==> config.mk <==
export PLATFORM = sky130hd
export DESIGN_NAME = if_fetch
export DESIGN_NICKNAME = d
export VERILOG_FILES = /design/src/rtl/if_fetch_pkg.sv /design/src/rtl/if_inst_hold.sv /design/src/rtl/if_fetch.sv
export SDC_FILE = /design/constraint.sdc
export NUM_CORES = 1
export LEC_CHECK = 0
export CAP_MARGIN = 20
export CORE_UTILIZATION = 35
export DETAILED_ROUTE_END_ITERATION = 16
export PLACE_DENSITY = 0.7
export SETUP_SLACK_MARGIN = 0.4
export SYNTH_ARGS = -nofsm -noshare
export SYNTH_HDL_FRONTEND = slang
export SYNTH_HIERARCHICAL = 1
export SYNTH_SLANG_ARGS = --single-unit
==> constraint.sdc <==
create_clock -name clk -period 3.85 [get_ports clk]
set_input_delay 0.9625 -clock clk [delete_from_list [all_inputs] [get_ports clk]]
set_output_delay 0.9625 -clock clk [all_outputs]
set_load 0.05 [all_outputs]
==> src/rtl/if_fetch_pkg.sv <==
// Shared IF-stage definitions: bus widths, stall-bus fields, FSM encodings.
// No logic; pure types and constants.
// Imported by if_fetch and its sub-module.
package if_fetch_pkg;

    localparam int IF_TO_ID_WD = 33;
    localparam int BR_WD       = 33;
    localparam int STALL_WD    = 6;
    localparam int StallBus    = STALL_WD;

    // Stall-bus bit positions and flag meanings
    localparam int   STALL_IF = 0;
    localparam int   STALL_ID = 1;
    localparam logic Stop     = 1'b1;
    localparam logic NoStop   = 1'b0;

    // PC held during reset; the first fetch is RESET_PC + 4
    localparam logic [31:0] RESET_PC_DEFAULT = 32'hBFBF_FFFC;

    typedef enum logic [1:0] {
        S_RESET    = 2'd0,
        S_RUN      = 2'd1,
        S_STALL    = 2'd2,
        S_STALL_BR = 2'd3
    } if_state_e;

endpackage

==> src/rtl/if_inst_hold.sv <==
// Captures the SRAM read word while ID is stalled so the instruction is not lost.
// Latency: captured word visible one cycle after the first stalled cycle.
// Backpressure: holds its value while stall persists; valid drops when ID resumes.
module if_inst_hold (
    input  logic        clk,
    input  logic        rst,
    input  logic        stall_id_i,
    input  logic [31:0] rdata_i,
    output logic [31:0] hold_o,
    output logic        hold_vld_o
);

    logic [31:0] hold_q, hold_d;
    logic        vld_q,  vld_d;

    // Capture on the first stalled cycle only; later SRAM data is a refetch of nothing useful
    always_comb begin
        hold_d = hold_q;
        vld_d  = vld_q;
        if (stall_id_i) begin
            if (!vld_q) begin
                hold_d = rdata_i;
                vld_d  = 1'b1;
            end
        end else begin
            vld_d = 1'b0;
        end
    end

    // State register with synchronous reset
    always_ff @(posedge clk) begin
        if (rst) begin
            hold_q <= 32'h0;
            vld_q  <= 1'b0;
        end else begin
            hold_q <= hold_d;
            vld_q  <= vld_d;
        end
    end

    assign hold_o     = hold_q;
    assign hold_vld_o = vld_q;

endmodule

==> src/rtl/if_fetch.sv <==
// Instruction fetch: owns PC, drives the instruction SRAM, keeps redirects seen while stalled.
// Latency: SRAM data for the presented pc returns one cycle later.
// Backpressure: stall[IF] freezes pc; stall[ID] parks the returning word in the hold buffer.
module if_fetch
    import if_fetch_pkg::*;
#(
    parameter logic [31:0] RESET_PC = RESET_PC_DEFAULT
) (
    input  logic                   clk,
    input  logic                   rst,
    input  logic [STALL_WD-1:0]    stall,
    input  logic [BR_WD-1:0]       br_bus,
    output logic [IF_TO_ID_WD-1:0] if_to_id_bus,
    output logic                   inst_sram_en,
    output logic [3:0]             inst_sram_wen,
    output logic [31:0]            inst_sram_addr,
    output logic [31:0]            inst_sram_wdata,
    input  logic [31:0]            inst_sram_rdata,
    output logic [31:0]            inst_hold,
    output logic                   inst_hold_valid,
    output logic                   adel
);

    if_state_e   state_q, state_d;
    logic [31:0] pc_q,    pc_d;
    logic        ce_q,    ce_d;
    logic [31:0] pend_q,  pend_d;
    logic        adel_q,  adel_d;

    logic        br_e;
    logic [31:0] br_addr;
    logic        stall_if;
    logic        adel_comb;
    logic [31:0] next_pc;
    logic        stall_unused;

    assign br_e         = br_bus[32];
    assign br_addr      = br_bus[31:0];
    assign stall_if     = (stall[STALL_IF] == Stop);
    assign stall_unused = ^stall[STALL_WD-1:2];
    assign adel_comb    = (pc_q[1:0] != 2'b00);

    // Next-PC priority: parked redirect, then live branch, then sequential (wraps at 2^32)
    always_comb begin
        if (state_q == S_STALL_BR) begin
            next_pc = pend_q;
        end else if (br_e) begin
            next_pc = br_addr;
        end else begin
            next_pc = pc_q + 32'd4;
        end
    end

    // Fetch FSM: advance pc when not stalled, park a redirect that arrives during a stall
    always_comb begin
        state_d = state_q;
        pc_d    = pc_q;
        ce_d    = ce_q;
        pend_d  = pend_q;
        adel_d  = ce_q & adel_comb;
        case (state_q)
            S_RESET: begin
                // IF stall is not honoured on the very first fetch
                state_d = S_RUN;
                ce_d    = 1'b1;
                pc_d    = next_pc;
            end
            S_RUN: begin
                if (!stall_if) begin
                    pc_d = next_pc;
                end else if (br_e) begin
                    pend_d  = br_addr;
                    state_d = S_STALL_BR;
                end else begin
                    state_d = S_STALL;
                end
            end
            S_STALL: begin
                if (!stall_if) begin
                    pc_d    = next_pc;
                    state_d = S_RUN;
                end else if (br_e) begin
                    pend_d  = br_addr;
                    state_d = S_STALL_BR;
                end
            end
            S_STALL_BR: begin
                // ID keeps re-presenting the same branch; further pulses are ignored
                if (!stall_if) begin
                    pc_d    = next_pc;
                    state_d = S_RUN;
                end
            end
            default: begin
                state_d = S_RESET;
            end
        endcase
    end

    // State registers; reset discards any parked redirect
    always_ff @(posedge clk) begin
        if (rst) begin
            state_q <= S_RESET;
            pc_q    <= RESET_PC;
            ce_q    <= 1'b0;
            pend_q  <= 32'h0;
            adel_q  <= 1'b0;
        end else begin
            state_q <= state_d;
            pc_q    <= pc_d;
            ce_q    <= ce_d;
            pend_q  <= pend_d;
            adel_q  <= adel_d;
        end
    end

    assign inst_sram_en    = ce_q & ~adel_comb;
    assign inst_sram_wen   = 4'b0000;
    assign inst_sram_addr  = pc_q;
    assign inst_sram_wdata = 32'h0;
    assign if_to_id_bus    = {ce_q & ~adel_comb, pc_q};
    assign adel            = adel_q;

    if_inst_hold u_hold (
        .clk        (clk),
        .rst        (rst),
        .stall_id_i (stall[STALL_ID]),
        .rdata_i    (inst_sram_rdata),
        .hold_o     (inst_hold),
        .hold_vld_o (inst_hold_valid)
    );

endmodule

; Word level (Yosys, flattened, before mapping)
; Cells that the tools add are included.
[totals]
wordCells = 37
inputBits = 73
register_bits = 101
output_inout_bits = 136
[classes]
eq_ne = 7
n_bitwise = 4
mux = 11
add_sub_neg = 1
n_reduce_logical = 7
[op_table]
columns = cell, count
row1 = $mux 32, 3
row2 = $pmux 32 s2, 1
row3 = $add 32x3->32 const B, 1
row4 = $mux 2, 4
row5 = $pmux 2 s4, 1
row6 = $ne 2x2->1 const B, 3
row7 = $reduce_and 3->1, 2
row8 = $eq 2x2->1 const B, 2
row9 = $ne 3x3->1 const B, 1
row10 = $reduce_or 3->1, 1
row11 = $and 1x1->1, 2
row12 = $eq 2x1->1 const B, 1
row13 = $logic_not 2->1, 1
row14 = $mux 1, 2
row15 = $not 1->1, 2
row16 = $reduce_and 2->1, 1
row17 = $reduce_bool 2->1, 1
row18 = $reduce_or 2->1, 1

; Longest topological paths before layout
[depth]
ltp_word = 5
mapped_depth = 8
ltp_nobuf = 7

; Hierarchy
; Netlist, hierarchy kept.
[by_module_without_submodules]
columns = mod, cells_each, seq_area_each_um2, area_per_inst_um2, n_inst
row1 = if_fetch, 556, 1361.3, 4267.8, 1
row2 = if_inst_hold, 147, 660.6, 1604.0, 1

; Worst setup path after synthesis
; No wires, ideal clock.
[synth_timing]
kind = register to output
startpoint = register pc_q[1] (netlist: inst_sram_addr[1])
endpoint = output if_to_id_bus[32]
stages_incl_launch_ff = 4
setup_slack_ps = 1478
arrival_time_ps = 1410
cell_sequence = dfxtp_1 nor2_1 and2_1 buf_4
[synth_via]
elab_chain_cells = 3
[synth_rtl]
columns = element, line
row1 = start: declaration, if_fetch.sv:25  ; logic [31:0] pc_q, pc_d;
row2 = start signal: assignment, if_fetch.sv:110  ; pc_q <= pc_d;
row3 = $reduce_bool 2->1, if_fetch.sv:41  ; assign adel_comb = (pc_q[1:0] != 2'b00);
row4 = $not 1->1, -
row5 = $and 1x1->1, -
row6 = end: declaration, if_fetch.sv:13  ; output logic [IF_TO_ID_WD-1:0] if_to_id_bus,
; No other way between the ends.

; Worst setup path after layout
[layout_timing]
startpoint = input stall[0]
endpoint = register pc_q[25] (netlist: inst_sram_addr[25])
[layout_via]
elab_chain_cells = 1
[layout_rtl]
columns = element, line
row1 = start: declaration, if_fetch.sv:11  ; input logic [STALL_WD-1:0] stall,
row2 = $ne 2x2->1 (no source line), -
; No other way between the ends.
; A chain may end at the register's enable or synchronous reset.

==> impl_metrics.csv <==
group,metric,value,unit
power_and_ir_drop,power,3.27,mW
clock_tree,numCtsBuffers,9,
synthesis,yosysTopAreaCellShare,34.4,%
clock_tree,clkTransAtPathRegs,70,ps
synthesis,synth_flop_cell,"dfxtp_1",
synthesis,synthMostInstantiatedCell,"dfxtp_1",
detailed_routing,drt-pass1-iter-count,5,
sta,grt_setup_unrepaired,"false",
job,cap_viol_max_count,0,
global_route,grt.overflow.total,0,
synthesis,synth_largest_area_cell,"dfxtp_1",
sta,slew_headroom,46.5,%
global_route,grt_pass1_vias,4783,
detailed_routing,wl_per_cell,15.9,um
final_layout,final_nets,890,
clock_tree,insertion_delay,350,ps
setup_path,worstSetupStartpointType,"primary input",
clock_tree,clockBufferDepth,2,
detailed_routing,drt_wl_total,16400,um
synthesis,synth-simple-area-share,27.2,%
synthesis,synth_mux_area_share,0.682,%
detailed_routing,postRouteAntennaNets,0,
sta,max_freq,351,MHz
setup_path,worstPathArrival,3090,ps
floorplan,placementRows,46,
detailed_routing,drc,0,
global_route,grtUsageMet3,3.74,%
setup_path,required,4090,ps
synthesis,synth_area_leaders,"dfxtp_1 34%, buf_4 9.6%, nand4bb_1 6.1%, a21oi_1 6.1%, nand2_1 5.6%",
synthesis,synth-xor-area-share,1.49,%
clock_tree,cts-root-buf,"clkbuf_16",
synthesis,synth_top_family_by_area,"simple AND/OR/NAND/NOR gates",
sta,tightest_slew,798,ps
global_route,use_met2,30.1,%
power_and_ir_drop,leakage,2.71,nW
clock_tree,clkSinkCount,101,
synthesis,ys_seq_area_share,34.4,%
sta,setup-violations-final,0,
global_route,grt_max_degree,74,
clock_tree,cts_hold_buf,0,
placement,dpl.hpwl,11400,um
global_route,gr-usage-all-layers,18.7,%
min_path,hold_path_class,"flip-flop to flip-flop",
final_layout,seqCellArea,0.00202,mm2
detailed_routing,viasPerCell,5.18,
placement,routabilityCongestion,0.796,
global_route,grt_pass1_wl,26000,um
detailed_routing,drt_iter0_drc,290,
final_layout,area_growth,28.9,%
final_layout,drive_gt1_share,9.31,%
power_and_ir_drop,power_density,431,mW/mm2
placement,dp_slack,654,ps
synthesis,syn_inst,703,
sta,hold_violations,0,
setup_path,crit_type,"primary input to flip-flop",
final_layout,nFillCells,1585,
detailed_routing,vias,5346,
final_layout,fin_util,47.0,%
global_route,antenna_found_initial,0,
global_route,gr-max-usage-layer,"met2",
placement,io_buffers,168,
setup_path,cp-end-kind,"flip-flop",
clock_tree,htree_levels,3,
clock_tree,post_cts_buffers,0,
floorplan,die_width,132,um
synthesis,synth_edf_count,0,
synthesis,synth_compound_area_share,21.2,%
final_layout,diodes,0,
synthesis,synth-warning-count,6,
floorplan,die_h,132,um
sta,fin_crit,2850,ps
sta,finalMaxSlewViolations,0,
floorplan,start_util,36.4,%
global_route,grtUsageMet1,25.4,%
clock_tree,cts.repair.resized,0,
synthesis,syn-cell-area,0.00587,mm2
clock_tree,cts_tree,"built",
synthesis,ys_types,68,
sta,period_share,74.0,%
final_layout,multi_input_area,0.00318,mm2
floorplan,core_area,0.0161,mm2
outcome,status,"finished clean",
synthesis,avgSynthCellArea,8.35,um2
floorplan,io_pins,209,
sta,tns,0,ps
synthesis,synthArstFlopShare,0,%
setup_path,critPathMaxFanout,13,
power_and_ir_drop,ir_worst_vdd,0.217,mV
synthesis,ys_ff_latch,101,
sta,finClkSkew,6.85,ps
synthesis,yosys-top-cells-count,"101 x dfxtp_1, 88 x nand2_1, 75 x buf_4",
floorplan,dieArea,0.0173,mm2
sta,timing.final.ws_setup,999,ps
synthesis,synthAdderAreaFrac,1.28,%
[through the flow]
step / cell area (um2) / hold slack, ps / instances
2_1_floorplan: 6000 / 432 / 738
3_3_place_gp: 7280 / 440 / 1016
3_5_place_dp: 7280 / 445 / 1016
4_1_cts: 7570 / 456 / 1032
5_1_grt: 7570 / 476 / 1032
6_report: 7570 / 454 / 1032
[area by class of cell]
class | count | area share [%]
flip-flops and latches | 101 | 26.7
repair buffers | 183 | 23.7
inverters | 6 | 0.297
multi-input cells | 510 | 42.0
clock buffers | 12 | 3.39
clock inverters | 4 | 0.397
well taps | 216 | 3.57
[worst paths after layout]
| path | endpoint | startpoint | depth (start not counted) | slack, ps |
|---|---|---|---|---|
| worst max-delay path | inst_sram_addr[25] | stall[0] | 6 | 1000 |
| worst min register to register | pend_q[8] | pend_q[8] | 2 | 450 |
| worst max register to register | inst_sram_addr[21] | state_q[1] | 6 | 1500 |
| worst min-delay path | pend_q[8] | pend_q[8] | 2 | 450 |
[cell usage in the layout (no fill, tap or decap), types with 7 or more instances in the layout]
master and instances:
buf_4 16, nor3_1 8, nand4bb_1 32, clkbuf_16 9
xor2_1 7, and3_1 10, nand2_1 88, nor2_1 23
clkdlybuf4s50_1 167, o21ai_0 39, a21oi_1 71, nand2b_1 36
o21ai_2 30, a211oi_1 13, conb_1 36, dfxtp_1 101
nand4_1 8, nand3_1 21
[kinds of logic (layout without fill, tap and decap cells)]
group | count (synthesis) | after routing
other cells | 1 | 36
compound gates | 192 | 192
flops | 101 | 101
fa+ha+maj | 6 | 6
simple gates | 262 | 262
mux | 4 | 4
xor+xnor | 10 | 10
buf+inv | 127 | 205
[worst max-delay path: stages]
cell and delay (ps):
clkdlybuf4s50_1 590, nor2b_2 650, nor2_1 270, o22ai_1 240, a21oi_1 60, a311o_1 310
[layer usage]
metal | vias to the layer above | share of wire, % | routed length [um]
met1 | 2512 | 46 | 7600
li1 | 2622 | - | -
met5 | - | 0 | 0
met3 | 17 | 6.0 | 989
met4 | 0 | 1.1 | 185
met2 | 195 | 46 | 7620
[registers in the layout, indices dropped and copies added, names as in the netlist]
signal,count
adel,1
ce_q,1
inst_sram_addr,32
pend_q,32
state_q,2
u_hold/hold_o,32
u_hold/hold_vld_o,1
[where the power goes]
| part | switching [mW] | leakage (nW) | total, mW | internal (mW) |
|---|---|---|---|---|
| clock | 0.402 | 0.139 | 0.879 | 0.477 |
| combinational | 0.760 | 1.74 | 1.15 | 0.395 |
| sequential | 0.109 | 0.830 | 1.23 | 1.12 |
Power figures use the tool's default switching activity.
